File: config.mk
export PLATFORM = sky130hd
export DESIGN_NAME = serv_csr_seq
export DESIGN_NICKNAME = d
export VERILOG_FILES = /design/src/rtl/serv_csr_seq_pkg.sv /design/src/rtl/serv_csr_seq_decode.sv /design/src/rtl/serv_csr_seq.sv
export SDC_FILE = /design/constraint.sdc
export NUM_CORES = 1
export LEC_CHECK = 0
export BUFFER_PORTS_ARGS = -buffer_cell sky130_fd_sc_hd__buf_2
export CAP_MARGIN = 40
export CORE_MARGIN = 4
export CORE_UTILIZATION = 40
export CTS_CLUSTER_SIZE = 16
export DETAILED_ROUTE_END_ITERATION = 10
export PLACE_DENSITY = 0.71
export SYNTH_ARGS = -nofsm -noshare
export SYNTH_HDL_FRONTEND = slang
export SYNTH_SLANG_ARGS = --single-unit
File: constraint.sdc
create_clock -name i_clk -period 3.95 [get_ports i_clk]
set_input_delay 0.395 -clock i_clk [delete_from_list [all_inputs] [get_ports i_clk]]
set_output_delay 0.395 -clock i_clk [all_outputs]
set_load 0.01 [all_outputs]
File: src/rtl/serv_csr_seq_pkg.sv
// Shared encodings for the CSR sequencer: CSR select and source codes,
// CSR addresses, funct3 operation codes and the sequencer state type.
package serv_csr_seq_pkg;

  // CSR select codes presented to the serial CSR file
  localparam logic [2:0] CSR_SEL_MSCRATCH = 3'd0;
  localparam logic [2:0] CSR_SEL_MTVEC    = 3'd1;
  localparam logic [2:0] CSR_SEL_MEPC     = 3'd2;
  localparam logic [2:0] CSR_SEL_MCAUSE   = 3'd3;
  localparam logic [2:0] CSR_SEL_MTVAL    = 3'd4;

  // Source of the bit written back into the selected CSR
  localparam logic [1:0] CSR_SOURCE_EXT = 2'd0;  // operand replaces CSR
  localparam logic [1:0] CSR_SOURCE_SET = 2'd1;  // CSR | operand
  localparam logic [1:0] CSR_SOURCE_CLR = 2'd2;  // CSR & ~operand
  localparam logic [1:0] CSR_SOURCE_CSR = 2'd3;  // recirculate unchanged

  // Machine-mode CSR addresses handled by this sequencer
  localparam logic [11:0] CSR_ADDR_MTVEC    = 12'h305;
  localparam logic [11:0] CSR_ADDR_MSCRATCH = 12'h340;
  localparam logic [11:0] CSR_ADDR_MEPC     = 12'h341;
  localparam logic [11:0] CSR_ADDR_MCAUSE   = 12'h342;
  localparam logic [11:0] CSR_ADDR_MTVAL    = 12'h343;

  // funct3[1:0] selects the operation; funct3[2] selects the immediate form
  localparam logic [1:0] F3_OP_NONE = 2'b00;
  localparam logic [1:0] F3_OP_RW   = 2'b01;
  localparam logic [1:0] F3_OP_RS   = 2'b10;
  localparam logic [1:0] F3_OP_RC   = 2'b11;
  localparam int         F3_IMM_BIT = 2;

  // Width of the zimm / rs1 index field
  localparam int ZIMM_W = 5;

  typedef enum logic [1:0] {
    ST_IDLE,
    ST_RUN,
    ST_DONE
  } state_e;

  typedef struct packed {
    logic [2:0] sel;
    logic [1:0] source;
    logic       illegal;
  } decode_t;

endpackage

File: src/rtl/serv_csr_seq_decode.sv
// Combinational decode of a CSR instruction into CSR select, write source
// and an illegal flag for unknown addresses or reserved funct3 values.
module serv_csr_decode
  import serv_csr_seq_pkg::*;
(
  input  logic [11:0] csr_addr,
  input  logic [2:0]  funct3,
  input  logic [4:0]  rs1_addr,
  output logic [2:0]  sel,
  output logic [1:0]  source,
  output logic        illegal
);

  logic addr_ok;

  // Address and operation decode
  // NOTE: every output of a combinational block gets a default first so no path can infer a latch.
  always_comb begin
    sel     = CSR_SEL_MTVEC;
    source  = CSR_SOURCE_CSR;
    addr_ok = 1'b1;

    case (csr_addr)
      CSR_ADDR_MTVEC:    sel = CSR_SEL_MTVEC;
      CSR_ADDR_MSCRATCH: sel = CSR_SEL_MSCRATCH;
      CSR_ADDR_MEPC:     sel = CSR_SEL_MEPC;
      CSR_ADDR_MCAUSE:   sel = CSR_SEL_MCAUSE;
      CSR_ADDR_MTVAL:    sel = CSR_SEL_MTVAL;
      default:           addr_ok = 1'b0;
    endcase

    case (funct3[1:0])
      F3_OP_RW: source = CSR_SOURCE_EXT;
      F3_OP_RS: source = CSR_SOURCE_SET;
      F3_OP_RC: source = CSR_SOURCE_CLR;
      default:  source = CSR_SOURCE_CSR;
    endcase

    // Set/clear with x0 (or zimm 0) is a pure read: leave the CSR untouched
    if ((funct3[1:0] == F3_OP_RS || funct3[1:0] == F3_OP_RC) && rs1_addr == '0) begin
      source = CSR_SOURCE_CSR;
    end

    illegal = !addr_ok || (funct3[1:0] == F3_OP_NONE);
  end

endmodule

File: src/rtl/serv_csr_seq.sv
// CSR sequencer: accepts one CSR instruction or trap request, then runs a
// single W-cycle serial pass through the CSR file, shifting the operand out
// LSB first and collecting the old CSR value, and reports it with o_done.
module serv_csr_seq
  import serv_csr_seq_pkg::*;
#(
  parameter int W = 32
) (
  input  logic         i_clk,
  input  logic         i_rst,
  input  logic         i_csr_req,
  input  logic         i_trap_req,
  input  logic [11:0]  i_csr_addr,
  input  logic [2:0]   i_funct3,
  input  logic [4:0]   i_rs1_addr,
  input  logic [W-1:0] i_rs1_data,
  input  logic [3:0]   i_trap_cause,
  input  logic         i_pc,
  input  logic         i_mtval,
  input  logic         i_csr_q,
  output logic         o_csr_en,
  output logic [2:0]   o_csr_sel,
  output logic [1:0]   o_csr_source,
  output logic         o_trap,
  output logic [3:0]   o_mcause,
  output logic         o_csr_d,
  output logic         o_busy,
  output logic         o_done,
  output logic         o_illegal,
  output logic [W-1:0] o_rdata
);

  localparam int CW = $clog2(W);
  localparam logic [CW-1:0] CNT_LAST = CW'(W - 1);

  state_e         state;
  state_e         state_nxt;
  logic [CW-1:0]  cnt;
  logic [W-1:0]   operand;
  logic [W-1:0]   operand_init;
  logic           accept_trap;
  logic           accept_csr;
  logic           reject;
  decode_t        dec;

  serv_csr_decode u_decode (
    .csr_addr (i_csr_addr),
    .funct3   (i_funct3),
    .rs1_addr (i_rs1_addr),
    .sel      (dec.sel),
    .source   (dec.source),
    .illegal  (dec.illegal)
  );

  // Immediate forms use the zero-extended rs1 index as the operand
  assign operand_init = i_funct3[F3_IMM_BIT] ? {{(W - ZIMM_W){1'b0}}, i_rs1_addr} : i_rs1_data;

  // Next-state logic and request arbitration (trap wins over CSR)
  always_comb begin
    state_nxt   = state;
    accept_trap = 1'b0;
    accept_csr  = 1'b0;
    reject      = 1'b0;
    case (state)
      ST_IDLE: begin
        if (i_trap_req) begin
          accept_trap = 1'b1;
          state_nxt   = ST_RUN;
        end else if (i_csr_req) begin
          if (dec.illegal) begin
            reject = 1'b1;
          end else begin
            accept_csr = 1'b1;
            state_nxt  = ST_RUN;
          end
        end
      end
      ST_RUN:  if (cnt == CNT_LAST) state_nxt = ST_DONE;
      ST_DONE: state_nxt = ST_IDLE;
      default: state_nxt = ST_IDLE;
    endcase
  end

  // State register
  // NOTE: clocked state uses non-blocking assignments so every register samples pre-edge values.
  always_ff @(posedge i_clk or posedge i_rst) begin
    if (i_rst) begin
      state <= ST_IDLE;
    end else begin
      state <= state_nxt;
    end
  end

  // Registered outputs, counter and shift registers
  // NOTE: the shift registers are reset too, because o_rdata and o_csr_d have defined reset values.
  always_ff @(posedge i_clk or posedge i_rst) begin
    if (i_rst) begin
      o_csr_en     <= 1'b0;
      o_csr_sel    <= CSR_SEL_MTVEC;
      o_csr_source <= CSR_SOURCE_CSR;
      o_trap       <= 1'b0;
      o_mcause     <= '0;
      o_csr_d      <= 1'b0;
      o_busy       <= 1'b0;
      o_done       <= 1'b0;
      o_illegal    <= 1'b0;
      o_rdata      <= '0;
      operand      <= '0;
      cnt          <= '0;
    end else begin
      o_done    <= 1'b0;
      o_illegal <= reject;

      if (accept_trap) begin
        // mtvec recirculates while the CSR file loads mepc/mtval from i_pc/i_mtval
        o_mcause     <= i_trap_cause;
        o_csr_sel    <= CSR_SEL_MTVEC;
        o_csr_source <= CSR_SOURCE_CSR;
        o_trap       <= 1'b1;
        operand      <= '0;
        o_csr_d      <= 1'b0;
        o_csr_en     <= 1'b1;
        o_busy       <= 1'b1;
        cnt          <= '0;
      end else if (accept_csr) begin
        // Bit 0 goes out during the first RUN cycle; the rest is pre-shifted
        o_csr_sel    <= dec.sel;
        o_csr_source <= dec.source;
        o_trap       <= 1'b0;
        operand      <= operand_init >> 1;
        o_csr_d      <= operand_init[0];
        o_csr_en     <= 1'b1;
        o_busy       <= 1'b1;
        cnt          <= '0;
      end

      if (state == ST_RUN) begin
        o_csr_d <= operand[0];
        operand <= operand >> 1;
        o_rdata <= {i_csr_q, o_rdata[W-1:1]};
        cnt     <= cnt + CW'(1);
        if (cnt == CNT_LAST) begin
          o_csr_en <= 1'b0;
          o_trap   <= 1'b0;
          o_csr_d  <= 1'b0;
          o_done   <= 1'b1;
        end
      end

      if (state == ST_DONE) begin
        o_busy <= 1'b0;
      end
    end
  end

endmodule

; ---- Yosys cells after proc, flatten, opt, wreduce, memory -nomap -nowiden
; Index checks and enable logic that the tools add are counted.
[word_totals]
reg_bits = 86
elab_cells = 87
[op_classes]
n_addsub = 1
n_eq_ne = 14
n_mux = 47
n_reduce_logical = 12
[op_table]
columns = op, n
row1 = $mux 32, 4
row2 = $eq 12x10->1 const B, 5
row3 = $mux 1, 28
row4 = $mux 5, 3
row5 = $mux 2, 7
row6 = $pmux 3 s4, 1
row7 = $eq 2x2->1 const B, 3
row8 = $mux 3, 2
row9 = $ne 3x3->1 const B, 2
row10 = $pmux 2 s3, 1
row11 = $reduce_bool 3->1, 2
row12 = $add 5x1->5 const B, 1
row13 = $eq 5x5->1 const B, 1
row14 = $logic_not 5->1, 1
row15 = $reduce_or 5->1, 1
row16 = $eq 2x1->1 const B, 2
row17 = $logic_not 2->1, 2
row18 = $pmux 2 s2, 1
row19 = $reduce_and 3->1, 1
row20 = $logic_or 1x1->1, 2
row21 = $ne 2x2->1 const B, 1
row22 = $reduce_bool 2->1, 1
row23 = $logic_and 1x1->1, 1
row24 = $logic_not 1->1, 1

; ---- Logic depth before layout (Yosys ltp)
; Gate-level depths: netlist (run 1).
[depth]
word_depth = 13
mapped_depth = 7
mapped_depth_nobuf = 6

; ---- Hierarchy
; A second synthesis (run 1) with hierarchy kept.
[unflattened]
cells_unflattened = 292
hier_area_um2 = 3950.0
[by_module_without_submodules]
columns = module, n_inst, cells_per_inst, area_per_inst_um2, seq_area_each_um2
row1 = serv_csr_seq, 1, 267, 3763.6, 2130.8
row2 = serv_csr_decode, 1, 25, 186.4, 0.0

; ---- Least setup slack after synthesis (run 1)
; Ideal clock, no wire load.
[synth_path]
kind = reg2reg
start = register state[1]
end = register operand[19]
setup_ns = 0.125
arrival_time_ns = 1.716
t_required_ns = 3.825
setup_slack_ns = 2.109
stages_incl_launch_ff = 7
path_buffers = 2
synth_period_minus_slack_ns = 1.841
cell_sequence = dfrtp_1 > buf_6 > nor4b_4 > nand4_4 > o21ai_4 > buf_6 > mux2_2
[synth_via]
elab_chain_cells = 4
word_cells_on_any_way = 7
classes_between = eq/ne: 1 / mux: 4 / reduce/logical: 2
[synth_lines]
columns = item, line
row1 = start: declaration, serv_csr_seq.sv:36  ; state_e state;
row2 = start signal: assignment, serv_csr_seq.sv:90  ; state <= state_nxt;
row3 = $logic_not 2->1, serv_csr_seq.sv:64  ; case (state)
row4 = $mux 1, serv_csr_seq.sv:64
row5 = $mux 32, serv_csr_seq.sv:114  ; if (accept_trap) begin
row6 = $mux 32, serv_csr_seq.sv:137  ; if (state == ST_RUN) begin
row7 = end signal: assignment, serv_csr_seq.sv:130  ; operand <= operand_init >> 1;
row8 = end signal: assignment, serv_csr_seq.sv:139  ; operand <= operand >> 1;
row9 = end: declaration, serv_csr_seq.sv:39  ; logic [W-1:0] operand;
; Parallel ways exist; a longest one is shown, timed or not.
; A chain may end at the register's enable or synchronous reset.

; ---- Final worst setup path (run 1)
[layout_path]
start = register state[1]
end = register operand[11]
; The elaborated chain is that of the path after synthesis.

==> results of run 1 <==
==> routing by layer <==
metal / GRT usage, % / routed length [um] / part of all wire, % / vias to the layer above
met2: 24.0 / 3740 / 45 / 92
met3: 5.22 / 713 / 8.6 / 7
met1: 19.9 / 3790 / 46 / 1418
met4: 5.00 / 79 / 0.95 / 0
met5: 0 / 0 / 0 / -
li1: - / - / - / 1421
==> through the flow <==
| stage | cells | power (mW) |
|---|---|---|
| detailed placement | 575 | 2.54 |
| floorplan | 351 | 2.15 |
| global placement | 573 | 2.48 |
| finish | 591 | 3.18 |
| CTS | 591 | 3.22 |
| global route | 591 | 3.43 |
==> power by group <==
part           switching [mW]  total, mW  internal (mW)
Clock                   0.294      0.667          0.373
Sequential              0.208       1.41           1.20
Combinational           0.584       1.10          0.520
Total                    1.09       3.18           2.09
==> area by class of cell <==
class | instances | area (um^2) | area share [%]
sequential | 85 | 2130 | 44.9
multi-input combinational | 241 | 1610 | 33.8
timing repair buffer | 113 | 608 | 12.8
tap | 129 | 161 | 3.40
clock buffer | 12 | 145 | 3.06
clock inverter | 4 | 72.6 | 1.53
inverter | 7 | 27.5 | 0.579
==> sequential cells by signal (all words and copies together) (netlist names), 2 cells and up <==
signal and flops:
o_rdata 32, o_mcause 4, cnt 5, o_csr_sel 3, state 2, o_csr_source 2
operand 31
==> cell families after synthesis <==
group | count (synthesis) | share of synthesized area [%]
adders and majority gates | 5 | 1.62
AOI/OAI and AO/OA | 56 | 11.7
and+or+nand+nor | 140 | 16.6
muxes | 39 | 11.3
DFF | 85 | 55.3
xor gates and xnor gates | 1 | 0.227
buffers and inverters | 25 | 3.28
==> final timing paths <==
| kind | from | slack, ps | cells after the start | endpoint |
|---|---|---|---|---|
| worst max-delay path | state[1] | 1670 | 5 | operand[11] |
| max in group asynchronous | i_rst | 3020 | 3 | operand[27] |
| worst min register to register | o_rdata[17] | 490 | 2 | o_rdata[16] |
| worst min-delay path | i_rst | 120 | 2 | o_rdata[19] |
| min in group i_clk | i_csr_q | 250 | 3 | o_rdata[31] |
| worst max register to register | state[1] | 1670 | 5 | operand[11] |
==> critical path, delay by kind of cell, from the launching register on <==
family	cells	cell delay, ps
AND/OR/NAND/NOR	2	630
flip-flops	1	500
AO/OA/AOI/OAI	1	460
multiplexers	1	340
buffers and inverters	1	230
==> synthesized netlist by cell type, types with 4 or more instances <==
master,n
o21ai_0,6
inv_1,7
a22o_1,27
buf_6,4
clkbuf_1,9
o31ai_1,4
ha_1,5
a2bb2oi_1,5
dfrtp_1,82
mux2_1,4
nand2_1,108
mux2_2,31
mux2i_1,4
nor2_1,7
==> layout by cell type, fill, tap and decap left out, drive strengths merged, types with 4 or more instances in the layout <==
| cell type | count |
|---|---|
| buf | 113 |
| o21ai | 8 |
| clkbuf | 12 |
| a2bb2oi | 5 |
| a22o | 27 |
| o31ai | 4 |
| ha | 5 |
| mux2i | 4 |
| dfrtp | 82 |
| mux2 | 35 |
| inv | 6 |
| nor2 | 7 |
| nand2 | 108 |
==> results summary, run 1 <==
Hold is met by 120 ps. Ranked by total cell area, the synthesized netlist is headed by dfrtp_1 53%, nand2_1 11%, mux2_2 9.1%, a22o_1 6.1%, dfstp_2 2.0%. The number of max-slew violations in the final report is 0.

The number of distinct library cells after synthesis came out at 46. The netlist area before placement came out at 3850 um^2. The synthesized design spends more area on one cell type than any other, namely dfrtp_1.

The clock latency at the later pin of the worst-skew pair is 340 ps. The part of the Yosys area used for sequential elements came out at 55.3%. The peak ir drop on the vdd network is 325 uV. The library cell contributing the largest single delay on the critical path is dfrtp_1. The category of the most critical setup path is reg2reg. The clock-pin slew of the registers on the worst-case setup and hold paths is 80 ps. The share of the clock period used by the worst path after layout came out at 57.7%. The critical path required time is 4180 ps. The largest stage delay on the critical path came out at 500 ps. The minimum clock period is 2280 ps. Once layout is done, the placed cells without fillers occupy 4750 um^2. The net count after synthesis is 419. Max-cap violations in this run came to 0.

The classification of the worst-slack hold path is in2async. The area enclosed by the die boundary is 11300 um^2. The global-route wire length before repair is 14.1 mm. The die is 106 um tall. The share of cells above drive strength 1 is 37.2%.

The Yosys warning count is 0. The first-pass iteration count of the detailed router is 4. The measured slew at the worst slew-check pin is 822 ps. The share of the synthesized area in the top cell type is 53.3%.

The starting utilization of the core area came out at 41.3%. The ratio of routed vias to standard cells came out at 4.97. The H-tree generated during clock tree synthesis spans 3 levels.

The timing-limited maximum frequency is 439 MHz. The buffers inserted during post-CTS setup optimization came out at 0. The leakage component of the power is 2.51 nW. The maximum number of pins on one net before global-route repair is 41.

Summed over all failing endpoints, the final setup total negative slack is 0 ps. The area added between synthesis and finish is 23.3%. For this run, design rule violations remaining after detail routing come to 0. The maximum fanout along the worst path is 21. The cell count after synthesis came out at 351.

The number of nets still failing antenna checks after routing is 0. The count of antenna diodes in the layout is 0. The number of antenna violations at the first check in global routing came to 0. The worst setup path is launched from a register. The number of nets in the layout is 525.

The average instance in the mapped netlist occupies 11.0 um^2. The first routing iteration left 82 violations. The final setup violation count is 0. The area inside the core boundary came out at 9330 um^2. The clock tree buffer depth came out at 2.

For this run, the leading register cell type out of synthesis is dfrtp_1. The critical path goes through nor4b_4 -> nand4_4 -> o21ai_4 -> buf_16 -> mux2_2. The TritonCTS buffer count is 9. The total half-perimeter wirelength after legalization and detailed placement came out at 5.93 mm. Timing analysis after detailed placement gives a worst setup slack of 1600 ps. The max-slew headroom at the worst pin came out at 45.1%.

The count of fill cells added during filler insertion came out at 857. The share of the core filled with cells came out at 50.9%. For this run, the total global-route usage over all layers was measured as 15.3%. In this run, synthesis produced a sequential element count of 85. The chip width is 106 um. Setup repair after global routing left no endpoint under its margin. The number of hold buffers added after cts came out at 0.

The clock sink count is 85. The data arrival time of the critical path is 2500 ps. The wire length per cell is 14.1 um. The power per standard cell area is 669 nW/um^2. The final hold violation count came out at 0. The element type at the critical path end is a register.

The flow ran to the end, and the final reports show no timing, DRC or antenna violations. The cell at the root of the clock tree is clkbuf_8. The row count came out at 35.

After global routing the overflow that remains totals 0. The number of buffers added on ports came out at 107. The number of I/O pins is 110.

The final weighted congestion of routability-driven global placement came out at 0.743. Summing all placed instances gives a cell area of 4530 um^2. The detailed-route wire length is 8.32 mm. The async set or reset register ratio after synthesis came out at 100%. The number of vias in the routed layout came out at 2938. The number of synthesized flops with an enable pin came out at 0. The maximum clock skew at final layout came out at 8.12 ps. Post-CTS repair changed the size of 0 cells. The final critical-path setup slack came out at 1670 ps.

TritonCTS built the clock tree. The number of global-route vias before repair came to 3002.
Power figures use the tool's default switching activity.
==> inputs of run 2 (changes only) <==
==> constraint.sdc (replaced) <==
create_clock -name i_clk -period 2.2 [get_ports i_clk]
set_input_delay 0.22 -clock i_clk [delete_from_list [all_inputs] [get_ports i_clk]]
set_output_delay 0.22 -clock i_clk [all_outputs]
set_load 0.01 [all_outputs]
==> run 2 against run 1 <==
  * Utilization grew 0.70 points
  * Maximum frequency up 19%
  * Clock power rose by 100%
  * Cell area grew 1.4%
  * Non-clock buffer count up 5
  * Critical endpoint is now operand[17]
  * Largest power group unchanged
==> results summary, run 2 (synthesized netlist as in run 1, its figures left out) <==
For this run, the detailed router's first-pass iteration total came to 4. The critical path required time is 2420 ps. The number of nets still failing antenna checks after routing is 0.

The slowest stage of the critical path belongs to the cell dfrtp_1. The library cell used most frequently in the layout, excluding fill and tap cells, is nand2_1. The number of nets in the layout came out at 530.

The die extent in y is 106 um. The number of hold buffers added after cts came out at 1. Traced cell by cell, the critical path runs through nor4b_4 -> nand4_4 -> o21ai_4 -> buf_12 -> mux2_2. The maximum number of pins on one net before global-route repair is 54.

Timing analysis after detailed placement gives a worst setup slack of 266 ps. The wire length per cell is 14.1 um. Max-cap violations in this run came to 0.

The number of buffers added on ports came out at 107. The number of DRC violations after detailed routing is 0. The share of cells above drive strength 1 is 37.9%. The total routing usage reported by global routing is 15.4%. The timing-limited maximum frequency came out at 521 MHz. The global-route wire length before repair is 14.3 mm. The smallest clock period supported by the final layout is computed as 1920 ps. The DRC marker count from the first detailed-route iteration is 128. The worst register-to-register path begins at state[0].

The area inside the core boundary is 9330 um^2. For the worst flop-to-flop path, the logic depth is 5. Global routing finished with a remaining overflow of 0. The fraction of met1 tracks used by global routing came out at 20.3%. The number of max-slew violations in the final report came to 0. The number of H-tree levels is 3.

The final hold violation count came out at 0. The clock tree from TritonCTS is yes. The launch point of the critical path is state[0]. The critical path is of the reg2reg type. The flow ran to the end, and the final reports show no timing, DRC or antenna violations.

The clock tree buffer depth is 2. The register with the most flip-flops in the layout has 32 of them. The kind of launch point of the worst setup path is a register. The total half-perimeter wirelength after legalization and detailed placement is 5.97 mm.

The final setup violation count is 0. The top cell types in the final layout, fill and taps aside, are 108 x nand2_1, 107 x buf_2, 82 x dfrtp_1, 31 x mux2_2, 27 x a22o_1. The clock sink count came out at 85. The count of antenna diodes in the layout is 0.

The number of global-route vias before repair is 3006. The final critical-path setup slack is 279 ps. The reg-to-reg critical path endpoint is operand[17]. Setup repair after global routing left no endpoint under its margin. For this design the ratio of total power to cell area is 1220 nW/um^2. The area enclosed by the die boundary is 11300 um^2. The buffers inserted during post-CTS setup optimization came out at 0. The number of antenna violations at the first check in global routing came out at 2.

The worst hold path was traced through 3 stages. The number of instances in the placed design came out at 579. The path with the worst hold slack has its endpoint at o_rdata[31]. The detailed-route wire length came out at 8.40 mm. In the final layout, the multi-input gates occupy 1610 um^2.

The TritonCTS buffer count is 9. In this run the clock root is driven by a clkbuf_8. The maximum clock skew at final layout is 11.9 ps. The classification of the worst-slack hold path is in2reg.

The met2 demand-to-capacity share in global routing is 23.9%. The ratio of routed vias to standard cells came out at 5.01. The setup TNS came out at 0 ps. Grouping stages by cell kind, the critical path spends the most delay in simple AND/OR/NAND/NOR gates. The starting utilization of the core area is 41.3%. After clock tree synthesis, the clock-pin slew on the worst setup and hold paths is 90 ps. The final non-filler cell total is 596. The row count came out at 35. The post-cts resize count came out at 0.

The share of the core filled with cells is 51.6%. The measured slew at the worst slew-check pin came out at 669 ps. The sum of buffers and inverters on the critical path is 1.

The critical hold path startpoint is i_csr_q. The peak ir drop on the vdd network came out at 602 uV. The met3 capacity usage during global routing is 4.98%. The worst pin sits at a relative slew slack of 55.4%.

The final weighted congestion of routability-driven global placement is 0.753. The share of the clock period used by the worst path after layout came out at 87.3%. The leakage component of the power is 2.54 nW. Summing all flip-flop and latch instances after layout gives 2130 um^2.

The worst setup path is captured at a register. On the worst path, the slowest cell contributes a delay of 480 ps. In this run the most used layer during global routing was met2. The register with the highest flop count is o_rdata. The number of vias in the routed layout is 2987.

The number of I/O pins came out at 110. The data arrival time of the critical path is 2140 ps. The maximum fanout along the worst path came out at 32. The chip width came out at 106 um. Relative to the synthesized area, the layout overhead comes to 25.0%. The count of fill cells added during filler insertion came out at 870. Across all register-to-register paths, the minimum setup slack is 280 ps. The largest registers in the layout are o_rdata x32, operand x31, cnt x5. The later pin in the worst-skew pair is clocked with a latency of 340 ps.
## run 2: worst max path at each step
stage | depth (start not counted) | to | slack (ps)
after floorplan | 6 | operand[19] | 360
after global placement | 5 | operand[17] | 240
after global routing | 5 | operand[17] | 190
after CTS | 5 | operand[17] | 280
after detailed placement | 8 | operand[17] | 270
final | 5 | operand[17] | 280
## run 2: area by class of cell
type                            instances  area share [%]
Inverter                                7           0.624
Multi-Input combinational cell        241            33.3
Clock inverter                          5            2.21
Clock buffer                           11            2.94
Timing Repair Buffer                  118            13.3
Sequential cell                        85            44.2
Tap cell                              129            3.35
## run 2: stage by stage
stage / area, um^2 / hold slack [ps] / power [mW]
after detailed placement: 4560 / 359 / 4.58
after floorplan: 3860 / 325 / 3.86
after global placement: 4540 / 352 / 4.47
after global routing: 4820 / 69.7 / 6.32
final: 4820 / 67.6 / 5.87
after CTS: 4820 / 51.1 / 5.95
## run 2: report_power, final
| group | leakage (nW) | internal (mW) | switching, mW |
|---|---|---|---|
| combinational | 1.33 | 0.943 | 1.05 |
| sequential | 1.09 | 2.15 | 0.373 |
| clock | 0.120 | 0.791 | 0.557 |
| total | 2.54 | 3.88 | 1.98 |
## run 2: tightest hold or removal path: cells and delay by family
family | cells | cell delay [ps]
AND/OR/NAND/NOR | 2 | 90
buffers and inverters | 1 | 70
## run 2: layer usage
metal / part of all wire (%) / routed length [um]
met5: 0.30 / 25
met1: 44 / 3690
met2: 46 / 3850
met3: 8.4 / 707
met4: 1.5 / 125
==> inputs of run 3 (changes only) <==
--- a/config.mk
+++ b/config.mk
@@ -7,6 +7,7 @@
 export LEC_CHECK = 0
 export BUFFER_PORTS_ARGS = -buffer_cell sky130_fd_sc_hd__buf_2
 export CAP_MARGIN = 40
+export CORE_ASPECT_RATIO = 1.25
 export CORE_MARGIN = 4
 export CORE_UTILIZATION = 40
 export CTS_CLUSTER_SIZE = 16
==> run 3 against run 2 <==
  * Flip-flop and latch count unchanged
  * Combinational power barely moved
  * Worst setup slack worse by 32 ps
  * Utilization up 1.1 points
  * Highest routed layer is now met4
==> results summary, run 3 (synthesized netlist as in run 1, its figures left out) <==
The run finished with clean final reports. The critical path in this run is classified as reg2reg. The final hold violation count was 0.

The clock sink count is 85. The count of antenna diodes in the layout came out at 0. For this run, the total global-route usage over all layers was measured as 15.5%. The first-pass iteration count of the detailed router came out at 4. The post-cts resize count came out at 0. The tree is rooted in a clkbuf_16. The initial utilization of the core area, before any placement, comes to 41.6%. The DRC marker count from the first detailed-route iteration came out at 74. The worst pin sits at a relative slew slack of 58.0%.

The wire length per cell came out at 14.2 um. The setup TNS came out at 0 ps. The data arrival time of the critical path came out at 2170 ps. The area inside the core boundary came out at 9270 um^2.

The register with the most flip-flops in the final layout is o_rdata. In this run the cell area measured after placement is 4560 um^2. The share of the clock period used by the worst path after layout is 88.8%.

The final weighted congestion of routability-driven global placement is 0.810. The die covers 11300 um^2. The worst-case IR drop observed on VDD is 709 uV. The number of global-route vias before repair is 3048. The tool flagged a number of max-cap violations equal to 0. Fill cells in the final layout number 853.

The maximum fanout along the worst path is 18. STA classifies the critical path startpoint as a register. The TritonCTS buffer count is 9. The largest stage delay on the critical path came out at 470 ps. The H-tree was split into 3 levels.

From synthesis to final layout, the design area changed by 26.9%. Port buffering added 107 buffers. After layout, the minimum clock period comes to 1950 ps.

The library cell used most frequently in the layout, excluding fill and tap cells, is nand2_1. The number of instances in the placed design came out at 574. The final hold slack is 84.8 ps. For the pin with the worst max-slew slack, the measured transition is 628 ps. The tightest min-delay check is of the in2reg type. Among all stages on the critical path, the largest delay is contributed by dfrtp_1. The number of vias in the routed layout came out at 2977.

The detailed-route wire length is 8.41 mm. The leakage component of the power came out at 2.58 nW. The critical hold path startpoint is i_csr_q. The buffers inserted during post-CTS setup optimization came out at 0.

The row count is 39. The largest registers in the layout are o_rdata x32, operand x31, cnt x5. The launch point of the critical path is state[0]. After routing the design area is 4890 um^2. Once detail routing completed, the nets flagged for antenna violations numbered 0. The number of nets in the layout came out at 531.

Walking the worst path, the cells encountered are nor4b_4 -> nand4_4 -> o21ai_4 -> buf_4 -> mux2_2. The clock-pin slew of the registers on the worst-case setup and hold paths came out at 60 ps. The number of max-slew violations in the final report was 0.

The total half-perimeter wirelength after legalization and detailed placement came out at 6.06 mm. The die is 118 um tall. Setup violations remaining at the end of the flow were counted as 0.

In the layout the commonest cells are 108 x nand2_1, 107 x buf_2, 82 x dfrtp_1, 31 x mux2_2, 27 x a22o_1. The number of antenna violations at the first check in global routing is 0. The clock tree from TritonCTS is yes. The final non-filler cell total is 591. The timing-limited maximum frequency is 512 MHz. The number of I/O pins is 110.

In this run the critical register-to-register path is launched from state[0]. The number of DRC violations after detailed routing came out at 0. The register with the most flip-flops in the layout has 32 of them. The global-route wire length before repair came out at 14.0 mm.

The post-route netlist has 37.8% of its cells at a drive strength greater than 1. The clock tree buffer depth is 2. For the worst-skew pair, the clock arrives at the later sink with an insertion delay of 330 ps. The chip width is 95.8 um. The worst setup path is captured at a register.

The critical path required time is 2410 ps. For this design the ratio of total power to cell area is 1250 nW/um^2. Entering global routing, the biggest net connects 37 pins. On the final layout, the worst clock skew is 5.04 ps. The total grt overflow came out at 0. Dividing the detail-routed via count by the number of cells gives 5.04.

Setup repair after global routing left no endpoint under its margin.
## run 3: changes by cell type in the layout (fill, tap and decap cells not counted), sizes merged
cell      previous run  this run
buf                117       118
inv                  7         6
clkinvlp             2         1
clkinv               0         3
bufinv               3         2
## run 3: layout make-up
class | instances | area [um^2] | share of cell area, %
repair buffers | 119 | 653 | 13.4
clock buffers | 11 | 243 | 4.97
inverters | 7 | 30.0 | 0.614
flip-flops and latches | 85 | 2130 | 43.6
clock inverters | 5 | 75.1 | 1.54
multi-input cells | 241 | 1600 | 32.8
well taps | 123 | 154 | 3.15
## run 3: metrics by stage
step / setup slack (ps) / utilization [%] / power (mW)
2_1_floorplan: 359 / - / 3.86
3_3_place_gp: 286 / 49.2 / 4.49
3_5_place_dp: 254 / 49.2 / 4.57
4_1_cts: 239 / 52.7 / 6.20
5_1_grt: 121 / 52.7 / 6.56
6_report: 247 / 52.7 / 6.10
## run 3: worst max-delay path, delay by kind of cell, from the launching register on
family	cells	cell delay, ps
and+or+nand+nor	2	560
DFF	1	470
muxes	1	370
buffers and inverters	1	270
AOI/OAI and AO/OA	1	180
## run 3: power breakdown
part | internal (mW) | leakage (nW) | switching, mW | total, mW
Clock | 1.02 | 0.159 | 0.571 | 1.59
Sequential | 2.15 | 1.09 | 0.376 | 2.53
Combinational | 0.939 | 1.33 | 1.04 | 1.98
Total | 4.11 | 2.58 | 1.99 | 6.10
## run 3: what timing repair did
item,in CTS,in global routing
hold buffers,1,0
endpoints found under the hold margin,25,0
setup endpoints to repair,0,0
## run 3: path summary, 6_finish.rpt
| kind | end | slack (ps) | cells after the start |
|---|---|---|---|
| max reg2reg | operand[28] | 250 | 5 |
| max | operand[28] | 250 | 5 |
| min reg2reg | o_rdata[0] | 480 | 2 |
| min in group asynchronous | operand[13] | 530 | 3 |
| min | o_rdata[31] | 80 | 3 |
| max in group asynchronous | o_csr_source[0] | 1050 | 4 |
## run 3: metal layers
| layer | vias to the layer above | GRT usage [%] | part of all wire [%] |
|---|---|---|---|
| li1 | 1435 | - | - |
| met1 | 1438 | 18.6 | 41 |
| met2 | 93 | 25.6 | 50 |
| met3 | 11 | 4.80 | 8.0 |
| met4 | 0 | 5.60 | 1.3 |
| met5 | - | 0 | 0 |
